$ cat src/rtl/issue_age_scheduler.sv
// issue_age_scheduler: slot allocator and oldest-first select scheduler for
// the issue queue. Rename takes the lowest free slot. Each cycle the oldest
// ready, unpicked entry is loaded into a registered issue slot. That slot is
// held until execution acks it, and the ack frees the queue slot. Relative age
// is kept in an age matrix, so a reused slot index is always the youngest.
//
// Ports:
//   CLK, RESET   clock (rising edge) and asynchronous active-high reset
//   FLUSH        synchronous squash of every entry
//   STALL        freeze: no alloc, no select, no free
//   alloc_req    rename wants a slot this cycle
//   alloc_ok     combinational: !full & !STALL & !FLUSH
//   alloc_idx    combinational: lowest-index free slot (0 when full)
//   ready_vec    per-slot operands-ready from the issue queue
//   issue_valid  registered: issue_idx holds a selected entry
//   issue_idx    registered selected slot
//   issue_ack    execution accepts issue_idx at this edge
//   occupied     registered valid bit per slot
//   count        registered number of valid slots
//   full         count == DEPTH
module issue_age_scheduler #(
  parameter int unsigned DEPTH = 16,
  parameter int unsigned IDX_W = 4
) (
  input  logic             CLK,
  input  logic             RESET,
  input  logic             FLUSH,
  input  logic             STALL,
  input  logic             alloc_req,
  output logic             alloc_ok,
  output logic [IDX_W-1:0] alloc_idx,
  input  logic [DEPTH-1:0] ready_vec,
  output logic             issue_valid,
  output logic [IDX_W-1:0] issue_idx,
  input  logic             issue_ack,
  output logic [DEPTH-1:0] occupied,
  output logic [IDX_W:0]   count,
  output logic             full
);

  localparam int unsigned CNT_W = IDX_W + 1;

  // Lowest-index priority encoder; returns 0 for an all-zero vector.
  function automatic logic [IDX_W-1:0] lowest_idx(input logic [DEPTH-1:0] v);
    logic [IDX_W-1:0] r;
    r = '0;
    for (int i = int'(DEPTH) - 1; i >= 0; i--) begin
      if (v[i]) r = IDX_W'(i);
    end
    return r;
  endfunction

  // older_q[j][i] = 1 means slot j was allocated before slot i.
  logic [DEPTH-1:0][DEPTH-1:0] older_q, older_d;
  logic [DEPTH-1:0]            occupied_q, occupied_d;
  logic [DEPTH-1:0]            picked_q, picked_d;
  logic                        issue_valid_q, issue_valid_d;
  logic [IDX_W-1:0]            issue_idx_q, issue_idx_d;
  logic [CNT_W-1:0]            count_q, count_d;

  logic             full_w;
  logic             free_fire;
  logic             alloc_fire;
  logic             load_en;
  logic [DEPTH-1:0] free_oh;
  logic [DEPTH-1:0] cand;
  logic [DEPTH-1:0] win;
  logic [IDX_W-1:0] oldest_idx;

  assign full_w      = (count_q == CNT_W'(DEPTH));
  assign full        = full_w;
  assign occupied    = occupied_q;
  assign count       = count_q;
  assign issue_valid = issue_valid_q;
  assign issue_idx   = issue_idx_q;

  // Allocation, free and oldest-ready selection.
  always_comb begin
    alloc_ok   = ~full_w & ~STALL & ~FLUSH;
    alloc_idx  = lowest_idx(~occupied_q);
    alloc_fire = alloc_req & alloc_ok;
    free_fire  = issue_valid_q & issue_ack & ~STALL & ~FLUSH;
    free_oh    = free_fire ? (DEPTH'(1) << issue_idx_q) : '0;

    // The slot leaving this edge is never re-picked; picked_q already covers
    // the held entry, the free mask just makes that explicit.
    cand = occupied_q & ready_vec & ~picked_q & ~free_oh;

    // A candidate wins only if no other candidate is older than it.
    win = cand;
    for (int i = 0; i < int'(DEPTH); i++) begin
      for (int j = 0; j < int'(DEPTH); j++) begin
        if (cand[j] && older_q[j][i]) win[i] = 1'b0;
      end
    end
    oldest_idx = lowest_idx(win);

    load_en = (~issue_valid_q | issue_ack) & ~STALL & ~FLUSH & (|cand);
  end

  // Next-state for occupancy, age matrix, issue slot and count.
  always_comb begin
    occupied_d    = occupied_q;
    picked_d      = picked_q;
    older_d       = older_q;
    issue_valid_d = issue_valid_q;
    issue_idx_d   = issue_idx_q;
    count_d       = count_q;

    if (FLUSH) begin
      occupied_d    = '0;
      picked_d      = '0;
      older_d       = '0;
      issue_valid_d = 1'b0;
      count_d       = '0;
    end else if (!STALL) begin
      if (free_fire) begin
        occupied_d           = occupied_d & ~free_oh;
        picked_d             = picked_d & ~free_oh;
        older_d[issue_idx_q] = '0;
        for (int j = 0; j < int'(DEPTH); j++) begin
          older_d[j][issue_idx_q] = 1'b0;
        end
      end

      // New entry is younger than everything that survives this edge.
      if (alloc_fire) begin
        occupied_d[alloc_idx] = 1'b1;
        older_d[alloc_idx]    = '0;
        for (int j = 0; j < int'(DEPTH); j++) begin
          older_d[j][alloc_idx] = occupied_q[j] & ~free_oh[j];
        end
      end

      if (load_en) begin
        issue_valid_d        = 1'b1;
        issue_idx_d          = oldest_idx;
        picked_d[oldest_idx] = 1'b1;
      end else if (free_fire) begin
        issue_valid_d = 1'b0;
      end

      count_d = count_q + CNT_W'(alloc_fire) - CNT_W'(free_fire);
    end
  end

  always_ff @(posedge CLK or posedge RESET) begin
    if (RESET) begin
      occupied_q    <= '0;
      picked_q      <= '0;
      older_q       <= '0;
      issue_valid_q <= 1'b0;
      issue_idx_q   <= '0;
      count_q       <= '0;
    end else begin
      occupied_q    <= occupied_d;
      picked_q      <= picked_d;
      older_q       <= older_d;
      issue_valid_q <= issue_valid_d;
      issue_idx_q   <= issue_idx_d;
      count_q       <= count_d;
    end
  end

endmodule

$ cat config.mk
export PLATFORM = sky130hd
export DESIGN_NAME = issue_age_scheduler
export DESIGN_NICKNAME = d
export VERILOG_FILES = /design/src/rtl/issue_age_scheduler.sv
export SDC_FILE = /design/constraint.sdc
export NUM_CORES = 1
export LEC_CHECK = 0
export ABC_AREA = 1
export CAP_MARGIN = 0
export CORE_UTILIZATION = 40
export CTS_BUF_LIST = sky130_fd_sc_hd__clkbuf_4
export DETAILED_ROUTE_END_ITERATION = 12
export PLACE_DENSITY = 0.57
export SYNTH_ARGS = -nofsm -noshare
export SYNTH_HDL_FRONTEND = slang
export SYNTH_SLANG_ARGS = --single-unit
$ cat constraint.sdc
create_clock -name CLK -period 25.1 [get_ports CLK]
set_input_delay 5.02 -clock CLK [delete_from_list [all_inputs] [get_ports CLK]]
set_output_delay 5.02 -clock CLK [all_outputs]
set_load 0.02 [all_outputs]
==> results.txt <==
Pre-antenna DRT Iters: 8
Inserted Clock Buffers: 91
Crit-path cells: clkdlybuf4s50_1, nor2_4, buf_4, inv_1, nor2_1, clkdlybuf4s50_1
Hold worst-path end: older_q[204]
Most frequent cells in the layout: nand2_1 (339), dfrtp_1 (298), nand3_1 (217)
Unrepaired setup endpoints after global routing: no
Number of DRC markers in iteration 0: 3758
FF+latch area: 7460 um2
Peak supply drop: 0.0296 mV
Leak pwr: 8.63 nW
Fin worst setup slack: 12.74 ns
Post-synth EDFFs: 0
Core Rows: 78
Sinks on Clock Net: 298
Critical path arrival: 7.34 ns
Clock buffer depth: 3
Mean Syn Cell Area: 7.51 um2
Failing checks: capacitance limit, slew limit
Via density: 6.90
GRT Overall Usage: 40.7%
# nets final: 2509
CP peak stage delay: 0.65 ns
FF-to-FF End: picked_q[4]
Reg-to-Reg Start: issue_valid
Final hold vios: 0
Post CTS Setup Buffer Count: 0
Initial Utilization: 40.9%
Max cap viols: 1
Crit path buffers/inverters: 4
CORE AREA: 45700 um2
Post-synth cell types: 62
Hold Crit Class: flop to flop
Residual DRC: 0
P&R area growth vs syn: 11.1%
Resized cells post-CTS: 0
Setup-failing EPs final: 0
Clock skew: 0.0731 ns
Run status: complete, but fails checks
Yosys reg bits: 298
Number of global-route vias before repair: 20300
CP Capture Type: output pin
CTS root buf: clkbuf_4
Worst-path clk slew: 0.07 ns
Share of cells above drive strength 1: 10.4%
Area of the multi-input gates: 9630 um2
Die width: 218 um
Share of async-settable or async-resettable flops after synthesis: 100%
R2R setup slack: 19.79 ns
DIE AREA: 47600 um2
Power density cells: 56.3 nW/um2
H-tree depth: 3
Routed vias: 21600
GPL Wtd Cong: 1.00
Yosys warns: 0
Crit path kind: primary input to output pin
Mapped Nets: 2516
Final worst path period share: 49.2%
Synthesized area: 18700 um2
Crit path max-delay family: buffers and inverters
Post-cts hold buffer count: 0
I/O pins: 54
Slowest-stage cell, CP: clkdlybuf4s50_1
Antenna violations before repair: 5
Final antenna-violating net count: 0
Setup WS pre-CTS: 12.73 ns
First-pass GRT wire length: 140000 um
CTS tree: yes
CP startpoint kind: primary input
Die Ht: 218 um
Wirelength, routed: 96700 um
Post-DP HPWL: 59700 um
Worst EP required: 20.08 ns
Register area share after synthesis: 39.9%
Most used cell, CP: clkdlybuf4s50_1
Synth Flop Type: dfrtp_1
IO Port Bufs: 53
# fillers: 4686
Worst Hold Path Cells: 2
Post-DR wirelength/cell: 30.9 um
Critical path peak fanout: 68
Pins Over Slew Limit: 1
Least-Margin Pin Slew: 1.48 ns
Post-Syn Instances: 2487
Fin crit period: 12.36 ns
Slew headroom: -1.29%
Max Clk Rate: 0.0809 GHz
TNS Setup: 0 ns
Reg2Reg Depth: 17
Largest net degree at the start of global routing: 144
Worst skew pair latency: 0.91 ns
Min-delay src: older_q[204]
GR Overflow Total: 0
Commonest non-fill, non-tap cell in the layout: nand2_1
## where the power goes
| part | total [mW] | switching, mW | internal [mW] |
|---|---|---|---|
| logic | 0.134 | 0.0899 | 0.0440 |
| clock network | 0.515 | 0.240 | 0.275 |
| registers | 0.518 | 0.0157 | 0.502 |
## cell families after synthesis
family | Yosys count | share of synthesized area (%)
AO/OA/AOI/OAI | 761 | 26.6
adder cells (fa/ha/maj) | 7 | 0.509
buffers and inverters | 423 | 8.70
AND/OR/NAND/NOR | 996 | 24.2
XOR/XNOR | 2 | 0.0938
flip-flops | 298 | 39.9
## how the worst max path moves through the flow
stage / start / end / cells past startpoint / slack (ns)
2_1_floorplan: RESET / count[0] / 1 / 11.85
4_1_cts: STALL / alloc_ok / 6 / 12.73
3_5_place_dp: STALL / alloc_ok / 6 / 12.73
6_report: STALL / alloc_ok / 6 / 12.74
5_1_grt: STALL / alloc_ok / 6 / 12.62
3_3_place_gp: STALL / alloc_ok / 6 / 12.71
## sequential cells by signal, indices dropped and copies added (netlist names)
signal,count
older_q,256
occupied,16
picked_q,16
count,5
issue_idx,4
issue_valid,1
## cell type report
cell class                      count  area share (%)
Tap cell                          600            3.62
Clock inverter                     11           0.748
Sequential cell                   298            35.9
Inverter                          217            4.01
Multi-Input combinational cell   1766            46.4
Antenna cell                        3          0.0362
Timing Repair Buffer              106            4.49
Clock buffer                      131            4.74
## tightest hold or removal path, stage by stage, from the launching register on
cell	delay [ns]
dfrtp_1	0.38
nand2_1	0.07
a211oi_1	0.04
## cell usage after synthesis (all sizes together) (2+ instances only)
cell,instances,area share (%)
nand3,218,5.9
nor2,174,3.7
nand2,365,7.7
o21ai,179,4.8
and3,10,0.33
o31ai,13,0.52
o32ai,10,0.47
nand4,26,0.95
a22oi,3,0.12
a41oi,3,0.14
a31oi,57,1.9
o211a,3,0.16
a311oi,2,0.094
o221ai,11,0.52
o2bb2ai,2,0.094
clkinv,10,0.20
a22o,6,0.28
ha,6,0.40
o22ai,78,2.6
a211oi,204,8.2
o211ai,5,0.20
nor4,4,0.13
buf,28,0.73
a221oi,30,1.5
clkbuf,178,3.6
nand3b,7,0.28
a21oi,122,3.3
dfrtp,298,40
nor3,191,5.1
a2111oi,7,0.33
a32oi,7,0.33
a32o,5,0.27
inv,207,4.2
o2111ai,5,0.23
## stage by stage
stage,cell area [um2],cells,power (mW),hold slack [ns],util (%)
after detailed placement,19600,2987,0.656,0.508,42.9
after floorplan,18700,2487,0.614,0.486,-
after global routing,20700,3130,1.21,0.528,45.4
after CTS,20700,3129,1.17,0.517,45.4
final,20700,3132,1.17,0.517,45.4
after global placement,19600,2987,0.653,0.501,42.9
## per-layer routing
layer | GRT usage (%) | vias up | part of all wire, %
met2 | 56.3 | 1763 | 40
met3 | 11.7 | 438 | 14
met5 | 0 | - | 0.085
li1 | - | 8993 | -
met4 | 31.1 | 6 | 8.3
met1 | 53.1 | 10400 | 38
(Power assumes the default switching activity.)
